<file path="config.mk">
export PLATFORM = sky130hd
export DESIGN_NAME = mux_operand_stage
export DESIGN_NICKNAME = d
export VERILOG_FILES = /design/src/rtl/mux_stage_pkg.sv /design/src/rtl/mux_stage_sat_counter.sv /design/src/rtl/mux_operand_stage.sv
export SDC_FILE = /design/constraint.sdc
export NUM_CORES = 1
export LEC_CHECK = 0
export BUFFER_PORTS_ARGS = -buffer_cell sky130_fd_sc_hd__clkbuf_2
export CORE_ASPECT_RATIO = 0.6
export CORE_MARGIN = 3
export CORE_UTILIZATION = 48
export DETAILED_ROUTE_END_ITERATION = 10
export HOLD_SLACK_MARGIN = 0.08
export PLACE_DENSITY = 0.75
export SKIP_CTS_REPAIR_TIMING = 1
export SYNTH_ARGS = -nofsm -noshare
export SYNTH_HDL_FRONTEND = slang
export SYNTH_SLANG_ARGS = --single-unit
</file>
<file path="constraint.sdc">
create_clock -name clk -period 2.6 [get_ports clk]
set_input_delay 0.52 -clock clk [delete_from_list [all_inputs] [get_ports clk]]
set_output_delay 0.52 -clock clk [all_outputs]
set_load 0.02 [all_outputs]
</file>
<file path="src/rtl/mux_stage_pkg.sv">
// Shared constants and the alternate-operand function for the mux operand stage.
// cal_next works at a fixed wide width; callers truncate to their own operand width.
package mux_stage_pkg;

    localparam int unsigned WIDTH_DEFAULT = 8;
    localparam int unsigned CNT_W_DEFAULT = 8;
    localparam int unsigned CALC_W        = 64;

    function automatic logic [CALC_W-1:0] cal_next(input logic [CALC_W-1:0] a);
        return (a << 2) + CALC_W'(1);
    endfunction

endpackage

</file>
<file path="src/rtl/mux_stage_sat_counter.sv">
// Saturating up-counter used for the stage's status counters.
// Holds at all-ones instead of wrapping.
module mux_stage_sat_counter #(
    parameter int unsigned CNT_W = 8
) (
    input  logic             clk,
    input  logic             rst,
    input  logic             inc,
    output logic [CNT_W-1:0] count
);

    logic [CNT_W-1:0] count_q;

    always_ff @(posedge clk) begin
        if (rst) begin
            count_q <= '0;
        end else if (inc && (count_q != '1)) begin
            count_q <= count_q + CNT_W'(1);
        end
    end

    assign count = count_q;

endmodule

</file>
<file path="src/rtl/mux_operand_stage.sv">
// Two-stage valid/ready pipeline feeding the downstream 2-to-1 mux with in0, in1 = (a<<2)+1
// and a registered select, plus saturating selection and stall counters.
module mux_operand_stage
    import mux_stage_pkg::*;
#(
    parameter int unsigned WIDTH = WIDTH_DEFAULT,
    parameter int unsigned CNT_W = CNT_W_DEFAULT
) (
    input  logic             clk,
    input  logic             rst,
    input  logic             in_valid,
    output logic             in_ready,
    input  logic [WIDTH-1:0] in_a,
    input  logic             in_b,
    output logic             out_valid,
    input  logic             out_ready,
    output logic [WIDTH-1:0] mux_in0,
    output logic [WIDTH-1:0] mux_in1,
    output logic             mux_sel,
    output logic [CNT_W-1:0] sel_count,
    output logic [CNT_W-1:0] stall_count
);

    logic             s1_valid_q;
    logic [WIDTH-1:0] s1_a_q;
    logic             s1_b_q;
    logic             s2_valid_q;
    logic [WIDTH-1:0] in0_q;
    logic [WIDTH-1:0] in1_q;
    logic             sel_q;

    logic             s1_ready;
    logic             s2_ready;
    logic             in_xfer;
    logic             s1_xfer;
    logic             out_xfer;
    logic [WIDTH-1:0] alt_a;

    // Ready chain lets a stage accept in the same cycle it drains, so no bubbles at full rate.
    assign s2_ready = !s2_valid_q || out_ready;
    assign s1_ready = !s1_valid_q || s2_ready;
    assign in_ready = s1_ready;

    assign in_xfer  = in_valid && s1_ready;
    assign s1_xfer  = s1_valid_q && s2_ready;
    assign out_xfer = s2_valid_q && out_ready;

    assign alt_a = WIDTH'(cal_next(CALC_W'(s1_a_q)));

    always_ff @(posedge clk) begin
        if (rst) begin
            s1_valid_q <= 1'b0;
            s1_a_q     <= '0;
            s1_b_q     <= 1'b0;
            s2_valid_q <= 1'b0;
            in0_q      <= '0;
            in1_q      <= '0;
            sel_q      <= 1'b0;
        end else begin
            if (s1_ready) begin
                s1_valid_q <= in_valid;
            end
            if (in_xfer) begin
                s1_a_q <= in_a;
                s1_b_q <= in_b;
            end
            if (s2_ready) begin
                s2_valid_q <= s1_valid_q;
            end
            // Data registers only load on a real transfer, so an empty stage keeps its last value.
            if (s1_xfer) begin
                in0_q <= s1_a_q;
                in1_q <= alt_a;
                sel_q <= s1_b_q;
            end
        end
    end

    assign out_valid = s2_valid_q;
    assign mux_in0   = in0_q;
    assign mux_in1   = in1_q;
    assign mux_sel   = sel_q;

    mux_stage_sat_counter #(
        .CNT_W (CNT_W)
    ) u_sel_cnt (
        .clk   (clk),
        .rst   (rst),
        .inc   (out_xfer && sel_q),
        .count (sel_count)
    );

    mux_stage_sat_counter #(
        .CNT_W (CNT_W)
    ) u_stall_cnt (
        .clk   (clk),
        .rst   (rst),
        .inc   (s2_valid_q && !out_ready),
        .count (stall_count)
    );

endmodule
</file>
==> impl_metrics.ini <==
[setup_path]
rr_endpoint = mux_in0[6]
cp_max_fo = 12
end_kind = output port
crit_type = in -> out
reg2reg_from = out_valid
cp-start-kind = input port
reg2regPathDepth = 5
timing.critical_path.arrival_ns = 1.31
ff2ff_setup_slack_ns = 0.92
critPathRequiredTime_ns = 2.08

[placed_design]
gp_routability_congestion = 0.858
numPortBuffers = 46
place_area_sq_um = 1800
dp_hpwl_um = 2510

[yosys]
yosys_warnings = 0
yosys_register_bits = 37
post_synth.cell_area_avg_sq_um = 8.92
yosys.cell_types.count = 35
syn_inst = 180
synth_nets = 195
ys_seq_area_share_pct = 46.1
synth_area_sq_um = 1610

[global_routing]
grt_max_degree = 39
grt_overflow = 0
track_usage_pct = 18.2
grt_pass1_vias = 1300
grt_pass1_wl_um = 5800
grt_antenna_before_repair = 0

[routing]
wl_per_cell_um = 12.9
wl_met2_um = 1570
met3WireLength_um = 254
routedLengthMet1_um = 1530
num_vias = 1418
routed.top_layer = met4
routed_wirelength_um = 3390
avgViaCountPerCell = 5.41
firstDrtPassIters = 4
ant_nets = 0
drt_iter0_markers = 67
drc = 0

[clock_network]
h-tree-depth = 2
cts_tree = done
cts_buffers = 5
clk_path_buf_depth = 2
clk_latency_ns = 0.28
clkTransAtPathRegs_ns = 0.08
clock-sinks = 37
cts_root_buf = clkbuf_8

[worst_hold_path]
hold_end = s1_a_q[3]
whs_path_depth = 2
hold_class = reg -> reg
min_from = s1_a_q[3]

[power_and_ir_drop]
power_leakage_nw = 0.897
power_density_nw_per_um2 = 558
irDropWorstVdd_uv = 349

[timing]
rsz0062_at_grt = no
setup_viol = 0
final_hold_viol_count = 0
max_freq_ghz = 0.547
maxSlewViolCount = 0
post-route-period-util_pct = 70.3
period_minus_slack_ns = 1.83
maxSlewHeadroom_pct = 51.7
worst_slew_pin_slew_ns = 0.725
finalClockSkew_ns = 0.00435
fin_tns_setup_ns = 0

[run]
max_cap_violations = 0

[finish]
layout-drive-gt1-share_pct = 26.4
n_antenna_cell = 0
syn2layout_area_growth_pct = 17.5
postLayoutCellArea_sq_um = 1890
nets = 234

[die]
ioPinCount = 48
rows = 15
core_area_sq_um = 3020
die_area_sq_um = 4100
start_util_pct = 53.1
die-width_um = 80.7
die_y_um = 50.8

[outcome]
status = completed
stage by stage:
step                      worst slack [ns]  utilization (%)  total power, mW  hold slack [ns]  std cells
after global placement               0.771             59.6            0.677            0.443        254
after global routing                 0.654             62.4             1.10            0.463        262
final                                0.773             62.4             1.05            0.456        262
after floorplan                       1.09                -            0.659            0.436        180
after detailed placement             0.703             59.6            0.679            0.447        254
after CTS                            0.777             62.4             1.06            0.457        262
cell families (layout without fill, tap and decap cells):
| group | after synthesis | after routing | share of synthesized area (%) |
|---|---|---|---|
| flops | 37 | 37 | 46.1 |
| fa+ha+maj | 2 | 2 | 1.56 |
| buf+inv | 18 | 58 | 6.62 |
| mux | 16 | 16 | 9.98 |
| compound gates | 27 | 27 | 9.82 |
| xor+xnor | 3 | 3 | 1.64 |
| simple gates | 76 | 76 | 24.0 |
| other cells | 1 | 1 | 0.234 |
per-layer routing:
metal | global-route usage [%] | vias to the layer above
met5 | 0 | -
met4 | 5.06 | 0
met3 | 6.45 | 7
met2 | 29.8 | 38
met1 | 22.7 | 671
li1 | - | 702
where the power goes:
part / internal, mW / total (mW) / switching, mW / leakage [nW]
sequential: 0.581 / 0.591 / 0.00969 / 0.301
combinational: 0.0275 / 0.0744 / 0.0468 / 0.553
clock: 0.185 / 0.386 / 0.202 / 0.0439
total: 0.794 / 1.05 / 0.258 / 0.897
Yosys cell counts:
library cell	count	area share [%]
nor2_1	23	5.4
inv_1	3	0.70
a211oi_1	2	0.94
or3_1	1	0.39
buf_4	8	3.7
mux2i_1	16	10
ha_1	2	1.6
nand4_1	6	2.3
and4_1	1	0.55
nand2b_1	2	0.78
nand3_1	12	3.7
o21ai_0	4	1.2
nand3_4	1	1.1
xnor2_1	1	0.55
nand3b_1	1	0.47
a21boi_1	1	0.47
nor2b_1	3	1.2
buf_1	3	0.70
and2_1	1	0.39
nand4_2	1	0.78
xor2_1	2	1.1
o21ai_1	2	0.62
a21oi_1	15	4.7
clkbuf_1	2	0.47
and3_1	3	1.2
o2111a_1	1	0.70
buf_2	1	0.31
and3_4	1	0.70
o211a_1	1	0.62
buf_6	1	0.70
o41ai_1	1	0.55
conb_1	1	0.23
nand2_1	15	3.5
dfxtp_1	37	46
nor3_1	5	1.6
cells in the final DEF, fill, tap and decap left out, drive strengths merged:
cell and instances:
a21boi 1, dfxtp 37, inv 3, conb 1, o2111a 1, nor2b 3, o211a 1, and2 1
clkbuf 51, o41ai 1, nor2 23, clkinvlp 1, nand3 13, nand2b 2, a211oi 2, clkinv 2
nand4 7, xnor2 1, a21oi 15, or3 1, o21ai 6, nand3b 1, buf 1, and3 4
and4 1, xor2 2, nor3 5, nand2 15, mux2i 16, ha 2
final cells by class:
type                            instances  area [sq um]
Sequential cell                        37           741
Clock buffer                            5          68.8
Multi-Input combinational cell        125           758
Inverter                                3          11.3
Tap cell                               42          52.6
Clock inverter                          3          17.5
Timing Repair Buffer                   47           238
Fill cell                             276          1130
flip-flops by register name (all words and copies together), names as in the netlist:
register / count
mux_in1: 1
s1_a_q: 8
out_valid: 1
mux_sel: 1
u_sel_cnt.count: 8
s1_b_q: 1
s1_valid_q: 1
mux_in0: 8
u_stall_cnt.count: 8
critical path, cell delays in order:
cell and delay, ns:
clkbuf_2 0.10, nand3b_1 0.40, clkbuf_2 0.28
how the worst max path moves through the flow:
stage / slack [ns] / start / to / cells after the start
3_5_place_dp: 0.70 / out_ready / mux_in0[0] / 6
6_report: 0.77 / out_ready / in_ready / 3
3_3_place_gp: 0.77 / out_ready / mux_in0[7] / 6
2_1_floorplan: 1.09 / u_stall_cnt.count[0] / u_stall_cnt.count[1] / 5
4_1_cts: 0.78 / out_ready / in_ready / 3
5_1_grt: 0.65 / out_valid / in_ready / 2
Note: power is estimated with default switching activity, not from simulation.
